[src/rtl/matdet_pkg.sv]
// rtl/matdet_pkg.sv - shared state encoding and matrix bus width for the determinant scheduler
package matdet_pkg;

    localparam int DEF_DATA_WIDTH  = 32;
    localparam int DEF_MATRIX_SIZE = 3;
    localparam int MAT_W           = DEF_MATRIX_SIZE * DEF_MATRIX_SIZE * DEF_DATA_WIDTH;

    localparam logic [1:0] ST_IDLE   = 2'd0;
    localparam logic [1:0] ST_SETTLE = 2'd1;
    localparam logic [1:0] ST_RESP   = 2'd2;

    // Flattened NxN matrix width for an arbitrary parameterisation.
    function automatic int mat_width(input int n, input int dw);
        return n * n * dw;
    endfunction

endpackage

[src/rtl/matdet_sched_if.sv]
// rtl/matdet_sched_if.sv - requester, response and datapath signals of the determinant scheduler
interface matdet_sched_if
    import matdet_pkg::*;
#(
    parameter int DATA_WIDTH  = 32,
    parameter int MATRIX_SIZE = 3,
    parameter int N_REQ       = 4
);
    localparam int MW = mat_width(MATRIX_SIZE, DATA_WIDTH);

    logic [N_REQ-1:0]       req;
    logic [N_REQ*MW-1:0]    req_matrix;
    logic [N_REQ-1:0]       gnt;
    logic                   busy;
    logic [MW-1:0]          det_matrix;
    logic [DATA_WIDTH-1:0]  det_result;
    logic [N_REQ-1:0]       rsp_valid;
    logic [N_REQ-1:0]       rsp_ready;
    logic [DATA_WIDTH-1:0]  rsp_det;
    logic                   rsp_singular;

    // Requesters plus the external datapath.
    modport master (
        output req, req_matrix, rsp_ready, det_result,
        input  gnt, busy, det_matrix, rsp_valid, rsp_det, rsp_singular
    );

    // The scheduler itself.
    modport slave (
        input  req, req_matrix, rsp_ready, det_result,
        output gnt, busy, det_matrix, rsp_valid, rsp_det, rsp_singular
    );

endinterface

[src/rtl/rr_arbiter.sv]
// rtl/rr_arbiter.sv - combinational round-robin arbiter, search starts at ptr and wraps
module rr_arbiter #(
    parameter int N = 4,
    parameter int W = (N > 1) ? $clog2(N) : 1
) (
    input  logic [N-1:0] req,
    input  logic [W-1:0] ptr,
    output logic [N-1:0] gnt,
    output logic [W-1:0] idx,
    output logic         any
);

    int          sum;
    logic [W-1:0] j;

    // First set request bit at or above ptr, wrapping back to 0.
    always_comb begin
        gnt = '0;
        idx = '0;
        any = 1'b0;
        sum = 0;
        j   = '0;
        for (int i = 0; i < N; i++) begin
            sum = int'(ptr) + i;
            if (sum >= N) begin
                sum = sum - N;
            end
            j = W'(sum);
            if (!any && req[j]) begin
                any    = 1'b1;
                gnt[j] = 1'b1;
                idx    = j;
            end
        end
    end

endmodule

[src/rtl/matdet_sched.sv]
// rtl/matdet_sched.sv - round-robin scheduler sharing one multicycle determinant datapath
module matdet_sched
    import matdet_pkg::*;
#(
    parameter int DATA_WIDTH    = 32,
    parameter int BIN_POS       = 16,
    parameter int MATRIX_SIZE   = 3,
    parameter int N_REQ         = 4,
    parameter int SETTLE_CYCLES = 4
) (
    input  logic             clk,
    input  logic             rst_n,
    matdet_sched_if.slave    bus
);

    localparam int MW    = mat_width(MATRIX_SIZE, DATA_WIDTH);
    localparam int PTR_W = (N_REQ > 1) ? $clog2(N_REQ) : 1;
    localparam int CNT_W = (SETTLE_CYCLES > 1) ? $clog2(SETTLE_CYCLES) : 1;

    // The binary point only matters to whoever interprets the values.
    if (BIN_POS < 0 || BIN_POS > DATA_WIDTH) begin : g_bad_bin_pos
        $error("matdet_sched: BIN_POS outside 0..DATA_WIDTH");
    end
    if (N_REQ < 2 || SETTLE_CYCLES < 1) begin : g_bad_cfg
        $error("matdet_sched: need N_REQ >= 2 and SETTLE_CYCLES >= 1");
    end

    logic [1:0]       state;
    logic [CNT_W-1:0] cnt;
    logic [PTR_W-1:0] owner;
    logic [PTR_W-1:0] ptr;

    logic [N_REQ-1:0] arb_gnt;
    logic [PTR_W-1:0] arb_idx;
    logic             arb_any;

    logic [MW-1:0]    req_mats [N_REQ];

    for (genvar g = 0; g < N_REQ; g++) begin : g_slice
        assign req_mats[g] = bus.req_matrix[g*MW +: MW];
    end

    rr_arbiter #(
        .N (N_REQ),
        .W (PTR_W)
    ) u_arb (
        .req (bus.req),
        .ptr (ptr),
        .gnt (arb_gnt),
        .idx (arb_idx),
        .any (arb_any)
    );

    assign bus.busy = (state != ST_IDLE);

    // Capture winner, hold the matrix while the datapath settles, then hand the result back.
    always_ff @(posedge clk or negedge rst_n) begin
        if (!rst_n) begin
            state            <= ST_IDLE;
            cnt              <= '0;
            owner            <= '0;
            ptr              <= '0;
            bus.gnt          <= '0;
            bus.det_matrix   <= '0;
            bus.rsp_valid    <= '0;
            bus.rsp_det      <= '0;
            bus.rsp_singular <= 1'b0;
        end else begin
            bus.gnt <= '0;
            case (state)
                ST_IDLE: begin
                    if (arb_any) begin
                        bus.det_matrix <= req_mats[arb_idx];
                        owner          <= arb_idx;
                        bus.gnt        <= arb_gnt;
                        ptr            <= (arb_idx == PTR_W'(N_REQ - 1)) ? '0 : arb_idx + 1'b1;
                        cnt            <= CNT_W'(SETTLE_CYCLES - 1);
                        state          <= ST_SETTLE;
                    end
                end
                ST_SETTLE: begin
                    if (cnt == '0) begin
                        bus.rsp_det      <= bus.det_result;
                        bus.rsp_singular <= (bus.det_result == '0);
                        bus.rsp_valid    <= N_REQ'(1) << owner;
                        state            <= ST_RESP;
                    end else begin
                        cnt <= cnt - 1'b1;
                    end
                end
                ST_RESP: begin
                    if (bus.rsp_ready[owner]) begin
                        bus.rsp_valid <= '0;
                        state         <= ST_IDLE;
                    end
                end
                default: begin
                    state <= ST_IDLE;
                end
            endcase
        end
    end

endmodule
[src/flat_wrapper.sv]
// flat-port wrapper written by rule: the top's interface ports become plain ports
module matdet_sched_flat import matdet_pkg::*;
#(
    parameter int DATA_WIDTH    = 32,
    parameter int BIN_POS       = 16,
    parameter int MATRIX_SIZE   = 3,
    parameter int N_REQ         = 4,
    parameter int SETTLE_CYCLES = 4
)
  (clk, rst_n, bus_req, bus_req_matrix, bus_rsp_ready, bus_det_result, bus_gnt, bus_busy, bus_det_matrix, bus_rsp_valid, bus_rsp_det, bus_rsp_singular);
  matdet_sched_if #(.DATA_WIDTH(DATA_WIDTH), .MATRIX_SIZE(MATRIX_SIZE), .N_REQ(N_REQ)) bus_i ();
  input  logic clk;
  input  logic rst_n;
  input wire logic [$bits(bus_i.req)-1:0] bus_req;
  input wire logic [$bits(bus_i.req_matrix)-1:0] bus_req_matrix;
  input wire logic [$bits(bus_i.rsp_ready)-1:0] bus_rsp_ready;
  input wire logic [$bits(bus_i.det_result)-1:0] bus_det_result;
  output wire logic [$bits(bus_i.gnt)-1:0] bus_gnt;
  output wire logic [$bits(bus_i.busy)-1:0] bus_busy;
  output wire logic [$bits(bus_i.det_matrix)-1:0] bus_det_matrix;
  output wire logic [$bits(bus_i.rsp_valid)-1:0] bus_rsp_valid;
  output wire logic [$bits(bus_i.rsp_det)-1:0] bus_rsp_det;
  output wire logic [$bits(bus_i.rsp_singular)-1:0] bus_rsp_singular;
  assign bus_i.req = bus_req;
  assign bus_i.req_matrix = bus_req_matrix;
  assign bus_i.rsp_ready = bus_rsp_ready;
  assign bus_i.det_result = bus_det_result;
  assign bus_gnt = bus_i.gnt;
  assign bus_busy = bus_i.busy;
  assign bus_det_matrix = bus_i.det_matrix;
  assign bus_rsp_valid = bus_i.rsp_valid;
  assign bus_rsp_det = bus_i.rsp_det;
  assign bus_rsp_singular = bus_i.rsp_singular;
  matdet_sched #(.DATA_WIDTH(DATA_WIDTH), .BIN_POS(BIN_POS), .MATRIX_SIZE(MATRIX_SIZE), .N_REQ(N_REQ), .SETTLE_CYCLES(SETTLE_CYCLES)) u_core (.clk(clk), .rst_n(rst_n), .bus(bus_i));
endmodule
[config.mk]
export PLATFORM = sky130hd
export DESIGN_NAME = matdet_sched_flat
export DESIGN_NICKNAME = d
export VERILOG_FILES = /design/src/rtl/matdet_pkg.sv /design/src/rtl/matdet_sched_if.sv /design/src/rtl/rr_arbiter.sv /design/src/rtl/matdet_sched.sv /design/src/flat_wrapper.sv
export SDC_FILE = /design/constraint.sdc
export NUM_CORES = 1
export LEC_CHECK = 0
export BUFFER_PORTS_ARGS = -buffer_cell sky130_fd_sc_hd__buf_2
export CORE_AREA = 2 2 596 598
export DETAILED_ROUTE_END_ITERATION = 10
export DIE_AREA = 0 0 598 600
export PLACE_DENSITY = 0.33
export SLEW_MARGIN = 20
export SYNTH_ARGS = -nofsm -noshare
export SYNTH_HDL_FRONTEND = slang
export SYNTH_SLANG_ARGS = --single-unit
[constraint.sdc]
create_clock -name clk -period 4.5 [get_ports clk]
set_clock_uncertainty 0.1 [all_clocks]
set_input_delay 0.45 -clock clk [delete_from_list [all_inputs] [get_ports clk]]
set_output_delay 0.45 -clock clk [all_outputs]
set_load 0.05 [all_outputs]
==> summary.log, run 1 <==
INFO  floorplan      die_w=598µm
INFO  logic_synthesis yosys_register_bits=337
INFO  global_route   first_global_vias=29403
INFO  sta            finalCritPeriodShare=93.55%
INFO  setup_path     timing.reg2reg.setup_slack=0.29ns
INFO  placement      io_buffer_count=1523
INFO  clock_tree     clock-sinks=337
INFO  drt            drtAntennaViolNets=0
INFO  floorplan      floorplan.die_area=0.3588mm²
INFO  clock_tree     cts_root_buffer=clkbuf_16
INFO  drt            first_pass_iters=6
INFO  sta            rsz0062_at_grt=false
INFO  logic_synthesis synth-async-reset-ratio=100.0%
INFO  logic_synthesis syn-cell-area=0.02126mm²
INFO  placement      placement.cell_area=0.03531mm²
INFO  sta            f_max=237.5MHz
INFO  global_route   grt_util_all_layers=15.62%
INFO  setup_path     crit_type=flip-flop to flip-flop
INFO  clock_tree     htree_num_levels=2
INFO  setup_path     slowest_delay=0.58ns
INFO  placement      dpl.hpwl=257700µm
INFO  drt            detail_route.wl_per_cell=31.71µm
INFO  floorplan      fp-row-count=218
INFO  worst_hold_path min_path_type=input port to flip-flop
INFO  job            max_cap_viol_count=0
INFO  power          p_per_area=827.6mW/mm²
INFO  sta            finalSetupTns=0ns
INFO  cells_and_area final-seq-area=0.008433mm²
INFO  logic_synthesis yosys_warnings=0
INFO  sta            slew_headroom=22.73%
INFO  sta            tightestPinTransition=1.159ns
INFO  clock_tree     clock_tree.buffer_depth=3
INFO  logic_synthesis synth.net_count=3066
INFO  setup_path     endpoint=u_core.bus.det_matrix[54]
INFO  drt            via_to_cell_ratio=3.180
INFO  cells_and_area syn2layout_area_growth=119.8%
INFO  drt            detailedRoute.firstIterationViolations=1722
INFO  drt            num_vias=29246
INFO  setup_path     worstPathArrival=4.68ns
INFO  power          peakVddDrop=423.1µV
INFO  setup_path     path_max_fanout=28
INFO  setup_path     worstSetupStartpoint=u_core.ptr[1]
INFO  cells_and_area finalNetCount=5534
INFO  clock_tree     numCtsBuffers=52
INFO  setup_path     critical-path-slowest-cell=dlygate4sd3_1
INFO  global_route   global_route.overflow_total=0
INFO  global_route   maximum_number_of_pins_on_one_net_before_global_route_repair=116
INFO  setup_path     startpoint_type=flip-flop
INFO  placement      gpl.final_weighted_congestion=0.9004
INFO  cells_and_area final_core_utilization=13.28%
INFO  logic_synthesis synthesis.area_per_instance=11.42µm²
INFO  power          totalPowerFinal=0.03867W
INFO  logic_synthesis synth_cell_type_count=39
INFO  cells_and_area fillCellCount=40421
INFO  drt            remaining_drc_errors=0
INFO  run_status     run_status=finished, final reports clean
INFO  cells_and_area mostFrequentLayoutCells=buf_2 (1522), dlygate4sd3_1 (908), mux2i_1 (575), nand2_1 (395), dfrtp_1 (337)
INFO  logic_synthesis synth_instances=1862
INFO  clock_tree     cts.reportedPaths.clkPinSlew=0.06ns
INFO  floorplan      core_area=0.3519mm²
INFO  floorplan      initial_utilization=6.042%
INFO  global_route   grt_antenna_before_repair=445
INFO  logic_synthesis postSynth.topFlopCell=dfrtp_1
INFO  cells_and_area multiInputGateArea=0.01183mm²
INFO  setup_path     crit_required=4.97ns
INFO  sta            timing_hold_violations_final=0
INFO  floorplan      io-pin-count=1524
INFO  clock_tree     cts_tree=yes
INFO  cells_and_area final_common_cell=buf_2
INFO  logic_synthesis synth_seq_area_share=39.67%
INFO  setup_path     terminus_of_the_critical_flop_to_flop_path=u_core.bus.det_matrix[54]
INFO  setup_path     endpoint_kind=flip-flop
INFO  drt            wirelength=291600µm
INFO  floorplan      die-height=600µm
INFO  global_route   grt_pass1_wl=353000µm
INFO  clock_tree     insertion_delay=0.72ns
INFO  power          power_leakage=21.82nW
INFO  setup_path     crit_path_cell_chain=inv_1, ha_1, mux4_2, nor2b_1, nor2_1, o31a_4, buf_12, buf_12, mux2i_1, dlygate4sd3_1, o221ai_2, dlygate4sd3_1
INFO  sta            drv_slew=0
INFO  sta            timing.final.setup_violations=0
INFO  cells_and_area stdcell_area=0.04673mm²
INFO  logic_synthesis synth_edf_count=0
INFO  setup_path     r2r_cells=12
INFO  setup_path     reg2reg_launch_point=u_core.ptr[1]
INFO  cells_and_area post_route_cells_drive_above_1_share=45.54%
INFO  sta            minimum_clock_period=4.210ns
-- registers in the layout, indices dropped and copies added (netlist names) --
| register | flops |
|---|---|
| u_core.bus.det_matrix | 288 |
| u_core.cnt | 2 |
| u_core.state | 2 |
| u_core.bus.gnt | 4 |
| u_core.bus.rsp_det | 32 |
| u_core.bus.rsp_singular | 1 |
| u_core.ptr | 2 |
| u_core.owner | 2 |
| u_core.bus.rsp_valid | 4 |
-- per-stage QoR --
stage          hold WS (ns)  std cells  worst slack (ns)
6_report            0.06553       9198            0.2902
5_1_grt             0.04353       9130           0.05616
3_3_place_gp         0.3405       7986            0.4759
2_1_floorplan       0.05441       1862             1.160
3_5_place_dp         0.3413       7986            0.5017
4_1_cts            0.001124       8988           0.01745
-- logic make-up after synthesis --
| family | after synthesis | share of synthesized area (%) |
|---|---|---|
| compound gates | 316 | 19.06 |
| fa+ha+maj | 10 | 0.5885 |
| buf+inv | 181 | 4.861 |
| flops | 337 | 39.67 |
| mux | 585 | 27.85 |
| simple gates | 433 | 7.974 |
-- power breakdown --
part	switching [W]	leakage, nW	internal (W)
registers	0.000998	4.16	0.00463
clock network	0.00191	0.865	0.00262
logic	0.0171	16.8	0.0114
total	0.0200	21.8	0.0187
-- worst max-delay path, delay by kind of cell (launching register included) --
family                   cells  cell delay, ns
AO/OA/AOI/OAI                2            0.39
adder cells (fa/ha/maj)      1            0.44
buffers and inverters        5            1.78
flip-flops                   1            0.35
multiplexers                 2            0.57
AND/OR/NAND/NOR              2            0.32
-- layer usage --
layer	global-route usage (%)	share of wire, %
met1	17.83	39
met2	24.41	44
met3	8.269	12
met4	6.048	4.4
met5	0	0.61
-- cell type report --
cell class	count	area share (%)
antenna	208	1.114
clock buffer	76	3.256
clock inverter	18	0.5623
inverter	10	0.08033
multi-input combinational	1344	25.32
sequential	337	18.05
tap	4620	12.37
timing repair buffer	2585	39.25
-- repair_timing --
action	CTS	global route
setup buffers	0	2
gates resized for setup	0	1
endpoints found under the hold margin	361	0
setup endpoints to repair	0	69
hold buffers	908	0
-- synth_stat cells (2+ instances only) --
cell	n	area share [%]
o21ai_1	2	0.047
buf_6	24	1.3
nand4_1	2	0.059
o221ai_2	212	15
mux4_2	5	0.53
clkbuf_1	47	0.83
nor4_1	8	0.24
buf_2	79	1.9
o221ai_1	76	3.1
nor2b_1	3	0.088
o21ai_0	4	0.094
a221oi_1	4	0.16
nand2_1	395	7.0
a31oi_1	4	0.12
mux2i_1	578	27
inv_1	9	0.16
dfrtp_1	337	40
o31ai_1	3	0.11
ha_1	10	0.59
a22o_1	2	0.082
a22oi_1	4	0.14
nand3b_1	2	0.071
mux2_2	2	0.11
buf_4	20	0.71
nor2_1	16	0.28
-- worst min-delay path by stage --
stage                                 end  cells after the start  slack, ns                start
6_report        u_core.bus.det_matrix[56]                      3       0.07  bus_req_matrix[632]
3_3_place_gp   u_core.bus.det_matrix[287]                      1       0.34                rst_n
5_1_grt         u_core.bus.det_matrix[75]                      3       0.04  bus_req_matrix[363]
3_5_place_dp   u_core.bus.det_matrix[287]                      1       0.34                rst_n
4_1_cts         u_core.bus.det_matrix[75]                      3      0.001  bus_req_matrix[363]
2_1_floorplan    u_core.bus.det_matrix[0]                      0       0.05                rst_n
No activity file was read; power rests on OpenSTA's default activity.
==> run 2: changes to the inputs <==
--- a/config.mk
+++ b/config.mk
@@ -7,9 +7,12 @@
 export LEC_CHECK = 0
 export BUFFER_PORTS_ARGS = -buffer_cell sky130_fd_sc_hd__buf_2
 export CORE_AREA = 2 2 596 598
+export CTS_BUF_LIST = sky130_fd_sc_hd__clkbuf_8 sky130_fd_sc_hd__clkbuf_16
 export DETAILED_ROUTE_END_ITERATION = 10
 export DIE_AREA = 0 0 598 600
 export PLACE_DENSITY = 0.33
+export RECOVER_POWER = 50
+export SKIP_CTS_REPAIR_TIMING = 1
 export SLEW_MARGIN = 20
 export SYNTH_ARGS = -nofsm -noshare
 export SYNTH_HDL_FRONTEND = slang
==> run 2 against run 1 <==
Effect of this change: the run now ends with negative hold slack, max-capacitance violations, max-slew violations left; sequential share of layout area grew 0.48 points; final cell count down 1.5%; global-route usage is 0.30 points lower; maximum frequency fell by 3.2%; utilization down 0.34 points.
==> summary.log, run 2 (same netlist as run 1, synthesis figures left out) <==
INFO  setup_path     r2r_cells=11 [-1]
INFO  floorplan      die-height=600µm [unchanged]
INFO  drt            detailedRoute.firstIterationViolations=1819 [+5.6%]
INFO  clock_tree     cts.reportedPaths.clkPinSlew=0.06ns [about the same]
INFO  setup_path     crit_required=5.01ns [+0.04 ns]
INFO  global_route   first_global_vias=25194 [-14%]
INFO  run_status     run_status=complete, but fails checks
INFO  power          power_frac_clock=12.1% [+0.4 points]
INFO  sta            slew_headroom=-141.6% [-160 points]
INFO  clock_tree     clock-sinks=337 [unchanged]
INFO  global_route   grt_util_all_layers=15.31% [-0.30 points]
INFO  drt            remaining_drc_errors=0 [unchanged]
INFO  clock_tree     insertion_delay=0.72ns [about the same]
INFO  drt            wirelength=290500µm [-0.37%]
INFO  power          power.switching_fraction=53.02% [+1.3 points]
INFO  floorplan      initial_utilization=6.042% [unchanged]
INFO  sta            finalCritPeriodShare=96.68% [+3.1 points]
INFO  floorplan      die_w=598µm [unchanged]
INFO  cells_and_area largest-register=u_core.bus.det_matrix
INFO  cells_and_area mostFrequentLayoutCells=buf_2 (1373), dlygate4sd3_1 (826), mux2i_1 (575), nand2_1 (395), dfrtp_1 (337)
INFO  setup_path     startpoint_type=flip-flop
INFO  drt            drtAntennaViolNets=0 [unchanged]
INFO  sta            f_max=229.8MHz [-3.2%]
INFO  global_route   grt_pass1_wl=340100µm [-3.7%]
INFO  setup_path     path_max_fanout=56 [+100%]
INFO  cells_and_area post_route_cells_drive_above_1_share=42.77% [-2.8 points]
INFO  power          p_per_area=823.3mW/mm² [-0.52%]
INFO  placement      dp_worst_setup_slack=0.5017ns [unchanged]
INFO  cells_and_area syn2layout_area_growth=114.1%
INFO  cells_and_area final_common_cell=buf_2
INFO  power          internal_power=0.01761W [-5.6%]
INFO  power          seq_power_share=15.1% [+0.5 points]
INFO  drt            via_to_cell_ratio=3.169 [-0.33%]
INFO  power          peakVddDrop=435.2µV [+2.9%]
INFO  cells_and_area layout_top_registers=u_core.bus.det_matrix (288), u_core.bus.rsp_det (32)
INFO  floorplan      io-pin-count=1524 [unchanged]
INFO  cells_and_area finish.cell_count_without_fillers=9056 [-1.5%]
INFO  sta            drv_slew=80 [+80]
INFO  power          netSwitchingPower=0.01987W [-0.71%]
INFO  global_route   global_route.overflow_total=0 [unchanged]
INFO  sta            timing.final.setup_violations=0 [unchanged]
INFO  setup_path     endpoint_kind=flip-flop
INFO  clock_tree     cts_root_buffer=clkbuf_16
INFO  global_route   maximum_number_of_pins_on_one_net_before_global_route_repair=116 [unchanged]
INFO  sta            layout_setup_ws=0.1493ns [-0.1410 ns]
INFO  cells_and_area finalNetCount=5450 [-1.5%]
INFO  drt            first_pass_iters=5 [-1]
INFO  drt            num_vias=28699 [-1.9%]
INFO  sta            fin_worst_hold_slack=-0.003696ns [-0.06922 ns]
INFO  power          power_leakage=20.97nW [-3.9%]
INFO  setup_path     worstPathArrival=4.86ns [+0.18 ns]
INFO  floorplan      floorplan.die_area=0.3588mm² [unchanged]
INFO  clock_tree     cts_tree=yes
INFO  drt            detail_route.wl_per_cell=32.08µm [+1.2%]
INFO  clock_tree     clock_tree.buffer_depth=3 [unchanged]
INFO  placement      dpl.cell_count=7986 [unchanged]
INFO  placement      io_buffer_count=1523 [unchanged]
INFO  sta            tightestPinTransition=3.625ns [+2.466 ns]
INFO  worst_hold_path hold_path_depth=3 [unchanged]
INFO  global_route   grt_antenna_before_repair=452 [+1.6%]
INFO  cells_and_area largest_register_ffs=288 [unchanged]
INFO  worst_hold_path min_path_type=input port to flip-flop
INFO  cells_and_area fillCellCount=40483 [+0.15%]
INFO  job            max_cap_viol_count=2 [+2]
INFO  run_status     failed_checks=negative hold slack, max-capacitance violations, max-slew violations
INFO  placement      gpl.final_weighted_congestion=0.9004 [unchanged]
INFO  power          totalPowerFinal=0.03748W [-3.1%]
INFO  placement      dpl.hpwl=257700µm [unchanged]
INFO  floorplan      core_area=0.3519mm² [unchanged]
INFO  power          power.share.combinational=72.9% [-0.8 points]
INFO  clock_tree     htree_num_levels=2 [unchanged]
INFO  floorplan      fp-row-count=218 [unchanged]
INFO  sta            minimum_clock_period=4.351ns [+0.1410 ns]
INFO  setup_path     crit_type=flip-flop to flip-flop
INFO  clock_tree     numCtsBuffers=52 [unchanged]
INFO  sta            timing_hold_violations_final=1 [+1]
## run 2: cell count changes in the layout (fill, tap and decap cells not counted), sizes merged
| cell | previous run | this run |
|---|---|---|
| dlygate4sd3 | 908 | 826 |
| buf | 1677 | 1518 |
| diode | 208 | 150 |
| dlymetal6s4s | 0 | 1 |
| clkbuf | 76 | 221 |
| inv | 12 | 23 |
## run 2: per-stage QoR
| step | utilization, % | instance area [µm²] | hold WS [ns] | setup TNS (ns) |
|---|---|---|---|---|
| after floorplan | - | 21260 | 0.05441 | 0 |
| after global placement | 10.04 | 35310 | 0.3405 | 0 |
| after detailed placement | 10.04 | 35310 | 0.3413 | 0 |
| after CTS | 10.54 | 37100 | -0.5083 | 0 |
| after global routing | 12.90 | 45380 | -0.006985 | -0.04143 |
| final | 12.94 | 45530 | -0.003696 | 0 |
## run 2: cell type report
cell class	count	area (µm²)	share of cell area, %
antenna	150	375.4	0.8244
sequential	337	8433	18.52
inverter	10	37.54	0.08244
tap	4620	5781	12.70
multi-input combinational	1344	11830	25.98
clock buffer	65	1480	3.251
clock inverter	29	304.0	0.6678
timing repair buffer	2501	17290	37.98
## run 2: power groups by stage
stage               registers, W  logic (W)  clock network (W)
CTS                      0.00562     0.0248            0.00473
global route             0.00581     0.0288            0.00479
floorplan                 0.0104     0.0112                  0
global placement         0.00564     0.0245                  0
finish                   0.00565     0.0273            0.00452
detailed placement       0.00564     0.0247                  0
## run 2: layer usage
layer	GRT usage (%)	wire [µm]	share of wire, %	vias to the layer above
li1	-	-	-	12055
met1	17.10	112600	39	13625
met2	24.16	130100	45	1931
met3	8.932	35460	12	836
met4	5.001	10730	3.7	252
met5	0.5080	1717	0.59	-
## run 2: worst paths after layout
path / endpoint / start / slack [ns]
max in group asynchronous: u_core.bus.rsp_det[17] / rst_n / 0.67
setup / recovery: u_core.bus.det_matrix[182] / u_core.ptr[1] / 0.15
hold reg to reg: u_core.bus.rsp_det[21] / u_core.bus.rsp_det[21] / 0.37
setup reg to reg: u_core.bus.det_matrix[182] / u_core.ptr[1] / 0.15
hold / removal: u_core.bus.det_matrix[197] / bus_req_matrix[485] / -0.004
min in group asynchronous: u_core.bus.det_matrix[287] / rst_n / 1.45
## run 2: worst max-delay path, stage by stage (launching register included)
cell,delay [ns]
dfrtp_1,0.35
inv_1,0.11
ha_1,0.44
mux4_2,0.38
nor2b_1,0.17
nor2_1,0.13
o31a_2,0.55
buf_12,0.39
mux2i_1,0.23
dlygate4sd3_1,0.59
o221ai_2,0.10
dlygate4sd3_1,0.57
==> run 3: changes to the inputs <==
--- a/config.mk
+++ b/config.mk
@@ -5,12 +5,14 @@
 export SDC_FILE = /design/constraint.sdc
 export NUM_CORES = 1
 export LEC_CHECK = 0
-export BUFFER_PORTS_ARGS = -buffer_cell sky130_fd_sc_hd__buf_2
+export CELL_PAD_IN_SITES_DETAIL_PLACEMENT = 2
+export CELL_PAD_IN_SITES_GLOBAL_PLACEMENT = 2
 export CORE_AREA = 2 2 596 598
 export CTS_BUF_LIST = sky130_fd_sc_hd__clkbuf_8 sky130_fd_sc_hd__clkbuf_16
 export DETAILED_ROUTE_END_ITERATION = 10
 export DIE_AREA = 0 0 598 600
-export PLACE_DENSITY = 0.33
+export DONT_BUFFER_PORTS = 1
+export PLACE_DENSITY = 0.34
 export RECOVER_POWER = 50
 export SKIP_CTS_REPAIR_TIMING = 1
 export SLEW_MARGIN = 20
==> run 3 against run 2 <==
Effect of this change: the run ends with max-capacitance violations, max-slew violations left; register-to-register slack worse by 0.12 ns; die area unchanged; hold slack better by 0.028 ns; critical path type unchanged.
==> summary.log, run 3 (same netlist as run 1, synthesis figures left out) <==
INFO  drt            wirelength=267700µm [-7.9%]
INFO  sta            drv_slew=134 [+68%]
INFO  cells_and_area largest-register=u_core.bus.det_matrix
INFO  sta            finalCritPeriodShare=99.38% [+2.7 points]
INFO  cells_and_area syn2layout_area_growth=87.92%
INFO  setup_path     crit_required=5.05ns [+0.04 ns]
INFO  sta            minimum_clock_period=4.472ns [+0.1214 ns]
INFO  setup_path     critical-path-slowest-cell=dlygate4sd3_1
INFO  placement      gpl.final_weighted_congestion=0.8918 [-0.96%]
INFO  sta            finalSetupTns=0ns [unchanged]
INFO  global_route   global_route.overflow_total=0 [unchanged]
INFO  sta            fin_worst_hold_slack=0.02413ns [+0.02783 ns]
INFO  cells_and_area finalNetCount=4126 [-24%]
INFO  setup_path     slowest_delay=0.61ns [+0.02 ns]
INFO  clock_tree     cts.reportedPaths.clkPinSlew=0.07ns [about the same]
INFO  global_route   grt_util_all_layers=13.90% [-1.4 points]
INFO  power          power_leakage=16.19nW [-23%]
INFO  cells_and_area final_common_cell=dlygate4sd3_1
INFO  power          totalPowerFinal=0.03706W [-1.1%]
INFO  drt            first_pass_iters=5 [unchanged]
INFO  floorplan      initial_utilization=6.042% [unchanged]
INFO  worst_hold_path hold-path-endpoint=u_core.bus.det_matrix[276]
INFO  sta            slew_headroom=-116.4% [+25 points]
INFO  sta            tightestPinTransition=3.246ns [-0.3786 ns]
INFO  worst_hold_path min_path_type=input port to flip-flop
INFO  cells_and_area post_route_cells_drive_above_1_share=14.71% [-28 points]
INFO  floorplan      die-height=600µm [unchanged]
INFO  sta            timing.final.setup_violations=0 [unchanged]
INFO  clock_tree     clock-sinks=337 [unchanged]
INFO  clock_tree     cts_tree=yes
INFO  drt            detail_route.wl_per_cell=34.89µm [+8.7%]
INFO  drt            num_vias=23292 [-19%]
INFO  setup_path     terminus_of_the_critical_flop_to_flop_path=u_core.bus.det_matrix[285]
INFO  worst_hold_path hold_path.startpoint=bus_req_matrix[276]
INFO  placement      placement.cell_area=0.02740mm² [-22%]
INFO  floorplan      fp-row-count=218 [unchanged]
INFO  floorplan      io-pin-count=1524 [unchanged]
INFO  setup_path     endpoint_kind=flip-flop
INFO  setup_path     reg2reg_launch_point=u_core.ptr[1]
INFO  clock_tree     cts_root_buffer=clkbuf_16
INFO  clock_tree     htree_num_levels=2 [unchanged]
INFO  setup_path     crit_path_cell_chain=inv_1, ha_1, mux4_2, nor2b_1, o21ai_1, o31a_2, buf_12, buf_12, buf_4, mux2i_1, dlygate4sd3_1, o221ai_1, dlygate4sd3_1
INFO  cells_and_area largest_register_ffs=288 [unchanged]
INFO  setup_path     startpoint_type=flip-flop
INFO  setup_path     worstPathArrival=5.02ns [+0.16 ns]
INFO  sta            timing_hold_violations_final=0 [-1]
INFO  cells_and_area layout_top_registers=u_core.bus.det_matrix (288), u_core.bus.rsp_det (32)
INFO  global_route   maximum_number_of_pins_on_one_net_before_global_route_repair=338 [+190%]
INFO  drt            drtAntennaViolNets=0 [unchanged]
INFO  cells_and_area fillCellCount=40781 [+0.74%]
INFO  drt            via_to_cell_ratio=3.036 [-4.2%]
INFO  global_route   grt_pass1_wl=303700µm [-11%]
INFO  setup_path     r2r_cells=13 [+2]
INFO  floorplan      die_w=598µm [unchanged]
INFO  job            max_cap_viol_count=2 [unchanged]
INFO  clock_tree     numCtsBuffers=55 [+5.8%]
INFO  cells_and_area stdcell_area=0.03995mm² [-12%]
INFO  setup_path     crit_type=flip-flop to flip-flop
INFO  drt            detailedRoute.firstIterationViolations=1244 [-32%]
INFO  sta            f_max=223.6MHz [-2.7%]
INFO  setup_path     timing.reg2reg.setup_slack=0.03ns [-0.12 ns]
INFO  global_route   grt_antenna_before_repair=374 [-17%]
INFO  global_route   first_global_vias=19094 [-24%]
INFO  floorplan      core_area=0.3519mm² [unchanged]
INFO  run_status     failed_checks=max-capacitance violations, max-slew violations
INFO  placement      io_buffer_count=0 [-100%]
INFO  power          peakVddDrop=507.1µV [+17%]
INFO  sta            layout_setup_ws=0.02786ns [-0.1214 ns]
INFO  clock_tree     clock_tree.buffer_depth=3 [unchanged]
INFO  floorplan      floorplan.die_area=0.3588mm² [unchanged]
INFO  placement      dp_worst_setup_slack=0.6489ns [+0.1472 ns]
INFO  drt            remaining_drc_errors=0 [unchanged]
INFO  power          p_per_area=927.5mW/mm² [+13%]
INFO  setup_path     path_max_fanout=37 [-34%]
INFO  placement      dpl.hpwl=230400µm [-11%]
INFO  clock_tree     insertion_delay=0.77ns [+0.05 ns]
INFO  run_status     run_status=complete, but fails checks
INFO  worst_hold_path hold_path_depth=3 [unchanged]
INFO  cells_and_area mostFrequentLayoutCells=dlygate4sd3_1 (1046), mux2i_1 (578), nand2_1 (395), dfrtp_1 (337), o221ai_2 (212)
## run 3: how the worst max path moves through the flow
stage	from	end	slack, ns	cells after the start
floorplan	u_core.ptr[0]	u_core.ptr[1]	1.16	14
global placement	u_core.ptr[1]	u_core.bus.det_matrix[122]	0.62	10
detailed placement	u_core.ptr[1]	u_core.bus.det_matrix[122]	0.65	10
CTS	u_core.ptr[1]	u_core.bus.det_matrix[122]	0.61	10
global route	u_core.ptr[1]	u_core.bus.det_matrix[285]	-0.11	13
finish	u_core.ptr[1]	u_core.bus.det_matrix[285]	0.03	13
## run 3: layer usage
layer / wire (µm) / track usage (%) / up-vias
met3: 37720 / 10.21 / 714
met1: 99130 / 14.50 / 11452
met4: 8603 / 3.322 / 272
li1: - / - / 9327
met2: 120400 / 22.18 / 1527
met5: 1863 / 0.2540 / -
## run 3: area by class of cell
class	instances	area (µm²)	share of cell area, %
Timing Repair Buffer	1174	11860	29.68
Sequential cell	337	8433	21.11
Clock inverter	28	225.2	0.5637
Tap cell	4620	5781	14.47
Inverter	10	37.54	0.09395
Antenna cell	90	225.2	0.5637
Multi-Input combinational cell	1344	11810	29.57
Clock buffer	70	1583	3.962
## run 3: critical path: cells and delay by family (launching register included)
family | cells | cell delay (ns)
flip-flops | 1 | 0.38
AND/OR/NAND/NOR | 1 | 0.13
buffers and inverters | 6 | 2.10
adder cells (fa/ha/maj) | 1 | 0.35
AO/OA/AOI/OAI | 3 | 0.60
multiplexers | 2 | 0.60
## run 3: stage by stage
stage               std cells  utilization [%]
floorplan                1862                -
finish                   7673            11.35
global placement         6436            7.786
CTS                      6534            8.300
global route             7638            11.33
detailed placement       6436            7.786
## run 3: power breakdown
part	leakage (nW)	total [W]	internal [W]	switching, W
logic	11.1	0.0207	0.0104	0.0103
registers	4.16	0.0117	0.00450	0.00725
clock network	0.936	0.00462	0.00252	0.00210
